<file path="config.mk">
export PLATFORM = sky130hd
export DESIGN_NAME = axis_upsize_rr_arbiter_flat
export DESIGN_NICKNAME = d
export VERILOG_FILES = /design/src/rtl/axis_upsize_rr_arbiter_pkg.sv /design/src/rtl/axis_upsize_rr_arbiter_if.sv /design/src/rtl/axis_upsize_rr_arbiter_rr_pick.sv /design/src/rtl/axis_upsize_rr_arbiter.sv /design/src/flat_wrapper.sv
export SDC_FILE = /design/constraint.sdc
export NUM_CORES = 1
export LEC_CHECK = 0
export ABC_CLOCK_PERIOD_IN_PS = 2600
export CAP_MARGIN = 20
export CORE_ASPECT_RATIO = 0.75
export CORE_MARGIN = 2
export CORE_UTILIZATION = 26
export DETAILED_ROUTE_END_ITERATION = 7
export PLACE_DENSITY_LB_ADDON = 0.2
export SLEW_MARGIN = 20
export SYNTH_ARGS = -nofsm -noshare
export SYNTH_HDL_FRONTEND = slang
export SYNTH_SLANG_ARGS = --single-unit
</file>
<file path="constraint.sdc">
create_clock -name aclk -period 2.6 [get_ports aclk]
set_input_delay 0.78 -clock aclk [delete_from_list [all_inputs] [get_ports aclk]]
set_output_delay 0.78 -clock aclk [all_outputs]
set_load 0.05 [all_outputs]
</file>
<file path="src/rtl/axis_upsize_rr_arbiter_pkg.sv">
// Shared types and helpers for the packet-level round-robin arbiter in front of the
// AXI-stream upsizer.
package axis_arb_pkg;

  localparam int unsigned WIDTH_DEF   = 32;
  localparam int unsigned NUM_REG_DEF = 2;

  typedef enum logic [0:0] {
    StIdle,
    StGrant
  } state_e;

  // Index width that never collapses to zero bits.
  function automatic int unsigned clog2_min1(input int unsigned n);
    return (n <= 1) ? 1 : $clog2(n);
  endfunction

endpackage

</file>
<file path="src/rtl/axis_upsize_rr_arbiter_if.sv">
// AXI-stream bundle carrying N parallel lanes; the arbiter uses N=NUM_SRC on the
// requester side and N=1 on the upsizer side.
interface axis_upsize_rr_arbiter_if #(
  parameter int unsigned WIDTH = 32,
  parameter int unsigned N     = 1,
  parameter int unsigned IDW   = 1
) ();

  logic [N-1:0]       tvalid;
  logic [N-1:0]       tready;
  logic [N*WIDTH-1:0] tdata;
  logic [N-1:0]       tlast;
  logic [IDW-1:0]     tid;

  modport master (
    output tvalid,
    output tdata,
    output tlast,
    output tid,
    input  tready
  );

  modport slave (
    input  tvalid,
    input  tdata,
    input  tlast,
    input  tid,
    output tready
  );

endinterface

</file>
<file path="src/rtl/axis_upsize_rr_arbiter_rr_pick.sv">
// Combinational round-robin picker: the first requester strictly after `last`,
// wrapping around, wins.
module rr_pick
  import axis_arb_pkg::*;
#(
  parameter int unsigned NUM_SRC = 4,
  parameter int unsigned IDW     = clog2_min1(NUM_SRC)
) (
  input  logic [NUM_SRC-1:0] req,
  input  logic [IDW-1:0]     last,
  output logic [IDW-1:0]     idx,
  output logic               any
);

  logic [NUM_SRC-1:0] rot;
  logic [IDW-1:0]     pos;
  logic [IDW-1:0]     off;
  logic               found;

  always_comb begin
    rot   = '0;
    pos   = '0;
    off   = '0;
    found = 1'b0;
    // Rotate so that bit 0 is the source just after the last winner.
    for (int k = 0; k < NUM_SRC; k++) begin
      pos    = IDW'((int'(last) + 1 + k) % NUM_SRC);
      rot[k] = req[pos];
    end
    for (int k = 0; k < NUM_SRC; k++) begin
      if (rot[k] && !found) begin
        off   = IDW'(k);
        found = 1'b1;
      end
    end
    any = found;
    idx = IDW'((int'(last) + 1 + int'(off)) % NUM_SRC);
  end

endmodule

</file>
<file path="src/rtl/axis_upsize_rr_arbiter.sv">
// Packet-level round-robin arbiter feeding one upsizer; a grant is held until tlast
// or until the per-grant quota of NUM_REG-beat groups is used up.
module axis_upsize_rr_arbiter
  import axis_arb_pkg::*;
#(
  parameter int unsigned WIDTH      = WIDTH_DEF,
  parameter int unsigned NUM_SRC    = 4,
  parameter int unsigned NUM_REG    = NUM_REG_DEF,
  parameter int unsigned MAX_GROUPS = 8
) (
  input  logic                      aclk,
  input  logic                      aresetn,
  axis_upsize_rr_arbiter_if.slave   s_axis,
  axis_upsize_rr_arbiter_if.master  m_axis,
  output logic                      busy
);

  localparam int unsigned IDW = clog2_min1(NUM_SRC);
  localparam int unsigned BCW = clog2_min1(NUM_REG);
  localparam int unsigned GCW = clog2_min1(MAX_GROUPS);

  localparam logic [BCW-1:0] BeatLast = BCW'(NUM_REG - 1);
  localparam logic [GCW-1:0] GrpLast  = GCW'(MAX_GROUPS - 1);
  localparam bit             QuotaEn  = (MAX_GROUPS != 0);

  state_e         state_q, state_d;
  logic [IDW-1:0] grant_q, grant_d;
  logic [IDW-1:0] last_grant_q, last_grant_d;
  logic [BCW-1:0] beat_cnt_q, beat_cnt_d;
  logic [GCW-1:0] grp_cnt_q, grp_cnt_d;

  logic [IDW-1:0] pick_idx;
  logic           pick_any;
  logic           fwd_valid;
  logic           hs;
  logic           grp_done;

  logic [WIDTH-1:0] src_data [NUM_SRC];

  for (genvar i = 0; i < NUM_SRC; i++) begin : g_src_data
    assign src_data[i] = s_axis.tdata[i*WIDTH +: WIDTH];
  end

  rr_pick #(
    .NUM_SRC (NUM_SRC),
    .IDW     (IDW)
  ) u_rr_pick (
    .req  (s_axis.tvalid),
    .last (last_grant_q),
    .idx  (pick_idx),
    .any  (pick_any)
  );

  always_comb begin
    state_d      = state_q;
    grant_d      = grant_q;
    last_grant_d = last_grant_q;
    beat_cnt_d   = beat_cnt_q;
    grp_cnt_d    = grp_cnt_q;
    fwd_valid    = 1'b0;
    hs           = 1'b0;
    grp_done     = 1'b0;
    busy         = 1'b0;

    s_axis.tready = '0;
    m_axis.tdata  = src_data[grant_q];
    m_axis.tlast  = s_axis.tlast[grant_q];
    m_axis.tid    = grant_q;

    unique case (state_q)
      StIdle: begin
        if (pick_any) begin
          grant_d = pick_idx;
          state_d = StGrant;
        end
      end
      StGrant: begin
        busy                   = 1'b1;
        fwd_valid              = s_axis.tvalid[grant_q];
        s_axis.tready[grant_q] = m_axis.tready;
        hs                     = fwd_valid && m_axis.tready;
        if (hs) begin
          grp_done   = (beat_cnt_q == BeatLast);
          beat_cnt_d = grp_done ? '0 : beat_cnt_q + 1'b1;
          grp_cnt_d  = grp_done ? grp_cnt_q + 1'b1 : grp_cnt_q;
          // Quota release only lands on a group boundary, so no wide word is split.
          if (s_axis.tlast[grant_q] || (QuotaEn && grp_done && (grp_cnt_q == GrpLast))) begin
            beat_cnt_d   = '0;
            grp_cnt_d    = '0;
            last_grant_d = grant_q;
            state_d      = StIdle;
          end
        end
      end
      default: state_d = StIdle;
    endcase

    m_axis.tvalid = fwd_valid;
  end

  always_ff @(posedge aclk) begin
    if (!aresetn) begin
      state_q      <= StIdle;
      grant_q      <= '0;
      last_grant_q <= IDW'(NUM_SRC - 1);
      beat_cnt_q   <= '0;
      grp_cnt_q    <= '0;
    end else begin
      state_q      <= state_d;
      grant_q      <= grant_d;
      last_grant_q <= last_grant_d;
      beat_cnt_q   <= beat_cnt_d;
      grp_cnt_q    <= grp_cnt_d;
    end
  end

endmodule

</file>
<file path="src/flat_wrapper.sv">
// flat-port wrapper written by rule: the top's interface ports become plain ports
module axis_upsize_rr_arbiter_flat import axis_arb_pkg::*;
#(
  parameter int unsigned WIDTH      = WIDTH_DEF,
  parameter int unsigned NUM_SRC    = 4,
  parameter int unsigned NUM_REG    = NUM_REG_DEF,
  parameter int unsigned MAX_GROUPS = 8
)
  (aclk, aresetn, busy, s_axis_tvalid, s_axis_tdata, s_axis_tlast, s_axis_tid, s_axis_tready, m_axis_tvalid, m_axis_tdata, m_axis_tlast, m_axis_tid, m_axis_tready);
  axis_upsize_rr_arbiter_if #(.WIDTH(WIDTH), .N((4)), .IDW((2))) s_axis_i ();
  axis_upsize_rr_arbiter_if #(.WIDTH(WIDTH), .N(1), .IDW((2))) m_axis_i ();
  input  logic aclk;
  input  logic aresetn;
  output logic busy;
  input wire logic [$bits(s_axis_i.tvalid)-1:0] s_axis_tvalid;
  input wire logic [$bits(s_axis_i.tdata)-1:0] s_axis_tdata;
  input wire logic [$bits(s_axis_i.tlast)-1:0] s_axis_tlast;
  input wire logic [$bits(s_axis_i.tid)-1:0] s_axis_tid;
  output wire logic [$bits(s_axis_i.tready)-1:0] s_axis_tready;
  output wire logic [$bits(m_axis_i.tvalid)-1:0] m_axis_tvalid;
  output wire logic [$bits(m_axis_i.tdata)-1:0] m_axis_tdata;
  output wire logic [$bits(m_axis_i.tlast)-1:0] m_axis_tlast;
  output wire logic [$bits(m_axis_i.tid)-1:0] m_axis_tid;
  input wire logic [$bits(m_axis_i.tready)-1:0] m_axis_tready;
  assign s_axis_i.tvalid = s_axis_tvalid;
  assign s_axis_i.tdata = s_axis_tdata;
  assign s_axis_i.tlast = s_axis_tlast;
  assign s_axis_i.tid = s_axis_tid;
  assign s_axis_tready = s_axis_i.tready;
  assign m_axis_tvalid = m_axis_i.tvalid;
  assign m_axis_tdata = m_axis_i.tdata;
  assign m_axis_tlast = m_axis_i.tlast;
  assign m_axis_tid = m_axis_i.tid;
  assign m_axis_i.tready = m_axis_tready;
  axis_upsize_rr_arbiter #(.WIDTH(WIDTH), .NUM_SRC(NUM_SRC), .NUM_REG(NUM_REG), .MAX_GROUPS(MAX_GROUPS)) u_core (.aclk(aclk), .aresetn(aresetn), .s_axis(s_axis_i), .m_axis(m_axis_i), .busy(busy));
endmodule
</file>
==> flow_summary.json, run 1 <==
{
  "start_util_pct": 26.7,
  "avgSynthCellArea_um2": 11.7,
  "failed_checks": "setup timing",
  "slew_headroom_pct": 67.5,
  "synth_area_leaders": "mux4_2 55%, dfxtp_1 13%, nor2_1 3.7%, ha_1 2.7%, buf_2 2.1%",
  "rrSetupSlack_ps": 560,
  "grt_max_degree": 21,
  "slew_viol_final": 0,
  "grt-ovfl-total": 0,
  "place_ws_ps": -317,
  "ir_drop_v": 0.000177,
  "synth_cell_type_count": 35,
  "synth-xor-area-share_pct": 1.25,
  "synth_top_family_by_area": "multiplexers",
  "cts_max_path_buffers": 2,
  "drc": 0,
  "worstSetupStartpointType": "primary input",
  "hold_class": "flop to flop",
  "finalCritPeriodShare_pct": 100,
  "worst_pin_slew_ps": 485,
  "drive_above_1_share_pct": 34.6,
  "yosysWarnings": 0,
  "synthMuxAreaShare_pct": 56.9,
  "synth_common_cells": "34 x mux4_2, 14 x nor2_1, 9 x dfxtp_1",
  "cts_hold_buf": 0,
  "endpoint_kind": "primary output",
  "crit_required_ps": 1820,
  "synthSimpleGateAreaFrac_pct": 11.9,
  "portBuffers": 179,
  "firstDrtPassIters": 4,
  "synth-compound-area-share_pct": 8.56,
  "max_freq_ghz": 0.383,
  "cp-startpoint": "s_axis_tdata[5]",
  "power_density_nw_per_um2": 388,
  "hp-start": "u_core.beat_cnt_q",
  "place_hpwl_um": 5490,
  "dieArea_um2": 6010,
  "netlist_area_um2": 1400,
  "die_h_um": 67.6,
  "drtIter0Drc": 75,
  "seq_area_frac_synth_pct": 12.8,
  "via_per_inst": 4.86,
  "hold_viol_final": 0,
  "gp_congestion": 0.839,
  "setup_ws_ps": -12.7,
  "r2r_start": "u_core.m_axis.tid[0]",
  "cts.htree.levels": 1,
  "numClockSinks": 9,
  "fin_nets": 451,
  "syn_to_final_growth_pct": 160,
  "dominantRegCellSynth": "dfxtp_1",
  "path_max_fanout": 1,
  "antenna_left": 0,
  "syn_inst": 120,
  "grt_pass1_wl_um": 9000,
  "clock_latency_ps": 230,
  "leakage_uw": 0.00192,
  "synth_edf_count": 0,
  "first_global_vias": 1872,
  "maxCapViolations": 0,
  "wl_per_cell_um": 17.2,
  "synthArstFlopShare_pct": 0,
  "grtUsageTotal_pct": 19.7,
  "yosysMostFrequentCell": "mux4_2",
  "antenna_found_initial": 0,
  "vias": 1858,
  "clkTransAtPathRegs_ps": 40,
  "core.rowCount": 23,
  "cp.arrival_ps": 1830,
  "outcome": "finished, violations left",
  "synthAdderAreaFrac_pct": 2.67,
  "wl_um": 6580,
  "skew_ps": 1.46,
  "synth_top_area_cell": "mux4_2",
  "syn_nets": 264,
  "die_x_um": 88.9,
  "cts-root-buf": "clkbuf_8",
  "cts_tree": "yes",
  "crit_type": "primary input to primary output",
  "setup_viol": 1,
  "holdWs_ps": 481,
  "synth.ff_latch_count": 9,
  "numCtsBuffers": 3,
  "synth_top_area_share_pct": 54.5,
  "coreArea_um2": 5270,
  "layout_min_cycle_time_ps": 2610,
  "ios": 182
}
==> critical path, cell delays in order <==
cell	delay, ps
clkdlybuf4s50_1	410
mux4_2	470
buf_8	170
==> cell families after synthesis <==
logic type,Yosys count
mux,37
simple gates,35
compound gates,17
buf+inv,17
flops,9
fa+ha+maj,3
xor+xnor,2
==> layout make-up <==
cell class / count / area, um2
antenna: 1 / 2.50
clock buffer: 4 / 45.0
fill: 399 / 1620
inverter: 4 / 15.0
multi-input combinational: 94 / 1150
sequential: 9 / 183
tap: 75 / 93.8
timing repair buffer: 195 / 2160
==> per-layer routing <==
metal  GRT usage [%]  vias to the layer above  share of wire [%]
li1                -                      868                  -
met1            23.0                      887                 35
met2            35.7                       99                 54
met3            6.97                        4                 10
met4            2.46                        0               0.81
met5               0                        -                  0
==> stage by stage <==
stage | total power, uW | utilization (%) | TNS (ps) | cell area, um2 | cells
after floorplan | 754 | - | -459 | 1420 | 120
after global placement | 1160 | 63.3 | -1130 | 3330 | 376
after detailed placement | 1170 | 63.3 | -1480 | 3330 | 376
after CTS | 1430 | 66.9 | 0 | 3520 | 381
after global routing | 1480 | 69.3 | -23.8 | 3650 | 381
final | 1420 | 69.3 | -12.7 | 3650 | 382
==> layout by cell type (no fill, tap or decap), drive strengths merged, types with 3 or more instances in the layout <==
master,n
nor2,14
dlymetal6s2s,50
dlygate4sd2,81
buf,60
dfxtp,9
clkbuf,4
nor3,4
a21oi,3
nand2,5
ha,3
nand3,5
mux4,34
o21ai,4
clkdlybuf4s50,4
inv,4
==> worst paths after layout <==
check,to,cells past startpoint
worst min register to register,u_core.beat_cnt_q,2
worst max register to register,u_core.grp_cnt_q[0],6
worst min-delay path,u_core.beat_cnt_q,2
worst max-delay path,m_axis_tdata[5],3
==> state kept, by name (all words and copies together) (netlist names) <==
register / count
u_core.beat_cnt_q: 1
u_core.grp_cnt_q: 3
u_core.last_grant_q: 2
u_core.m_axis.tid: 2
u_core.state_q: 1
==> power by group <==
group,leakage [uW],internal (uW),switching (uW)
logic,0.00183,545,547
registers,0.0000743,147,19.2
clock network,0.0000228,107,52.7
==> what timing repair did <==
item / CTS / global route
buffers inserted: 1 / 0
cloned: 0 / 0
endpoints found under the setup margin: 35 / 22
gates resized for setup: 160 / 56
(Power assumes the default switching activity.)
==> inputs of run 2 (changes only) <==
--- a/config.mk
+++ b/config.mk
@@ -10,6 +10,7 @@
 export CORE_ASPECT_RATIO = 0.75
 export CORE_MARGIN = 2
 export CORE_UTILIZATION = 26
+export CTS_CLUSTER_SIZE = 28
 export DETAILED_ROUTE_END_ITERATION = 7
 export PLACE_DENSITY_LB_ADDON = 0.2
 export SLEW_MARGIN = 20
==> results of run 2 <==
No change in the layout: final DEF, timing and power equal those of run 1.
==> inputs of run 3 (changes only) <==
--- a/config.mk
+++ b/config.mk
@@ -5,11 +5,11 @@
 export SDC_FILE = /design/constraint.sdc
 export NUM_CORES = 1
 export LEC_CHECK = 0
-export ABC_CLOCK_PERIOD_IN_PS = 2600
+export ABC_CLOCK_PERIOD_IN_PS = 3100
 export CAP_MARGIN = 20
 export CORE_ASPECT_RATIO = 0.75
 export CORE_MARGIN = 2
-export CORE_UTILIZATION = 26
+export CORE_UTILIZATION = 28
 export CTS_CLUSTER_SIZE = 28
 export DETAILED_ROUTE_END_ITERATION = 7
 export PLACE_DENSITY_LB_ADDON = 0.2
==> constraint.sdc (replaced) <==
create_clock -name aclk -period 3.1 [get_ports aclk]
set_input_delay 0.93 -clock aclk [delete_from_list [all_inputs] [get_ports aclk]]
set_output_delay 0.93 -clock aclk [all_outputs]
set_load 0.05 [all_outputs]
==> run 3 against run 2 <==
Effect of this change: critical endpoint is now m_axis_tvalid; die area shrank 6.8%; largest power group unchanged; the flow finishes with violations (DRC); core utilization is 1.3 points lower; critical path depth grew 1; sequential share of layout area up 0.51 points; flip-flop and latch count is the same; routed wire length shrank 3.6%; first-iteration DRC count is 32% lower; power down 22%; largest cell class unchanged.
==> flow_summary.json, run 3 (synthesis gave the netlist of run 1 again) <==
{
  "outcome": "finished, violations left",
  "failed_checks": "DRC",
  "dieArea_um2": 5600,
  "fill_cells": 408,
  "die_h_um": 65.3,
  "largest_register": "u_core.grp_cnt_q",
  "start_util_pct": 28.8,
  "clkTransAtPathRegs_ps": 40,
  "slew_headroom_pct": 66.1,
  "cp.arrival_ps": 2140,
  "cts-root-buf": "clkbuf_8",
  "via_per_inst": 5.14,
  "portBuffers": 179,
  "cts_hold_buf": 0,
  "endpoint_kind": "primary output",
  "gp_congestion": 0.754,
  "firstDrtPassIters": 6,
  "place_hpwl_um": 5540,
  "first_global_vias": 1867,
  "ir_drop_v": 0.000159,
  "drc": 3,
  "clock_latency_ps": 230,
  "wl_per_cell_um": 17.7,
  "skew_ps": 1.81,
  "grt_max_degree": 31,
  "worstSetupStartpointType": "primary input",
  "largest_reg_flops": 3,
  "numClockSinks": 9,
  "drive_above_1_share_pct": 30.8,
  "grt-ovfl-total": 0,
  "crit_required_ps": 2170,
  "leakage_uw": 0.00124,
  "coreArea_um2": 4870,
  "ios": 182,
  "final_cell_mix": "139 x clkdlybuf4s50_1, 40 x buf_4, 34 x mux4_2, 14 x nor2_1, 7 x dfxtp_1",
  "vias": 1845,
  "grtUsageMet3_pct": 5.40,
  "cts.htree.levels": 1,
  "maxCapViolations": 0,
  "setup_viol": 0,
  "busiest_layer": "met2",
  "cts_tree": "yes",
  "numCtsBuffers": 3,
  "worst_pin_slew_ps": 507,
  "diodes": 0,
  "fin_cells": 359,
  "wl_um": 6340,
  "fin_util_pct": 68.0,
  "placedCellCount": 354,
  "grt_setup_unrepaired": "no",
  "hold_class": "flop to flop",
  "drtIter0Drc": 51,
  "finalCritPeriodShare_pct": 99.0,
  "total_power_uw": 1110,
  "fin_nets": 444,
  "slew_viol_final": 0,
  "cts_max_path_buffers": 2,
  "hold_viol_final": 0,
  "antenna_found_initial": 0,
  "layout_min_cycle_time_ps": 3070,
  "met2_usage_pct": 42.0,
  "antenna_left": 0,
  "grt_pass1_wl_um": 9100,
  "max_freq_ghz": 0.326,
  "path_max_fanout": 2,
  "crit_type": "primary input to primary output",
  "power_density_nw_per_um2": 334,
  "grt_use_met1_pct": 23.2,
  "die_x_um": 85.8,
  "syn_to_final_growth_pct": 136,
  "final_common_cell": "clkdlybuf4s50_1",
  "grtUsageTotal_pct": 21.2,
  "core.rowCount": 22
}
run 3: cell types whose count changed in the layout (fill, tap and decap cells not counted), moves of 4 or more:
cell             previous run  this run
dlygate4sd2_1              81         1
buf_8                      34         1
buf_4                      15        40
clkdlybuf4s50_1             4       139
buf_2                       4         0
dlymetal6s2s_1             50         1
run 3: worst paths after layout:
check | startpoint | to | slack [ps] | cells past startpoint
max | s_axis_tvalid[0] | m_axis_tvalid | 30 | 4
min | u_core.beat_cnt_q | u_core.beat_cnt_q | 480 | 2
max reg2reg | u_core.last_grant_q[0] | u_core.m_axis.tid[1] | 1010 | 9
min reg2reg | u_core.beat_cnt_q | u_core.beat_cnt_q | 480 | 2
run 3: final cells by class:
type / count / area [um2] / area share, %
Inverter: 4 / 15.0 / 0.453
Timing Repair Buffer: 188 / 1850 / 55.8
Sequential cell: 9 / 183 / 5.51
Multi-Input combinational cell: 94 / 1150 / 34.7
Clock buffer: 4 / 45.0 / 1.36
Tap cell: 60 / 75.1 / 2.27
run 3: power by group:
group          leakage [uW]  switching [uW]  internal, uW
logic               0.00114             425           402
clock network     0.0000228            46.3          89.6
registers         0.0000743            21.5           124
run 3: routing by layer:
metal / wire length [um] / part of all wire [%]
met5: 0 / 0
met4: 61 / 0.96
met3: 458 / 7.2
met2: 3670 / 58
met1: 2150 / 34
run 3: through the flow:
step                hold slack (ps)  instance area, um2  setup TNS (ps)  setup WS (ps)
finish                          479                3310               0           30.8
global route                    504                3310               0           3.08
CTS                             477                3310               0           25.1
detailed placement              470                3250           -60.0          -33.4
global placement                460                3250           -8.16          -8.16
floorplan                       452                1410               0           75.8
run 3: what timing repair did:
action                                  4_1_cts  5_1_grt
resized for setup                             4        1
endpoints found under the setup margin        1        1
endpoints found under the hold margin         0        0
setup buffers                                 1        0
run 3: worst max-delay path, cell delays in order:
cell and delay, ps:
clkdlybuf4s50_1 420, mux4_2 470, and2_4 180, buf_8 140
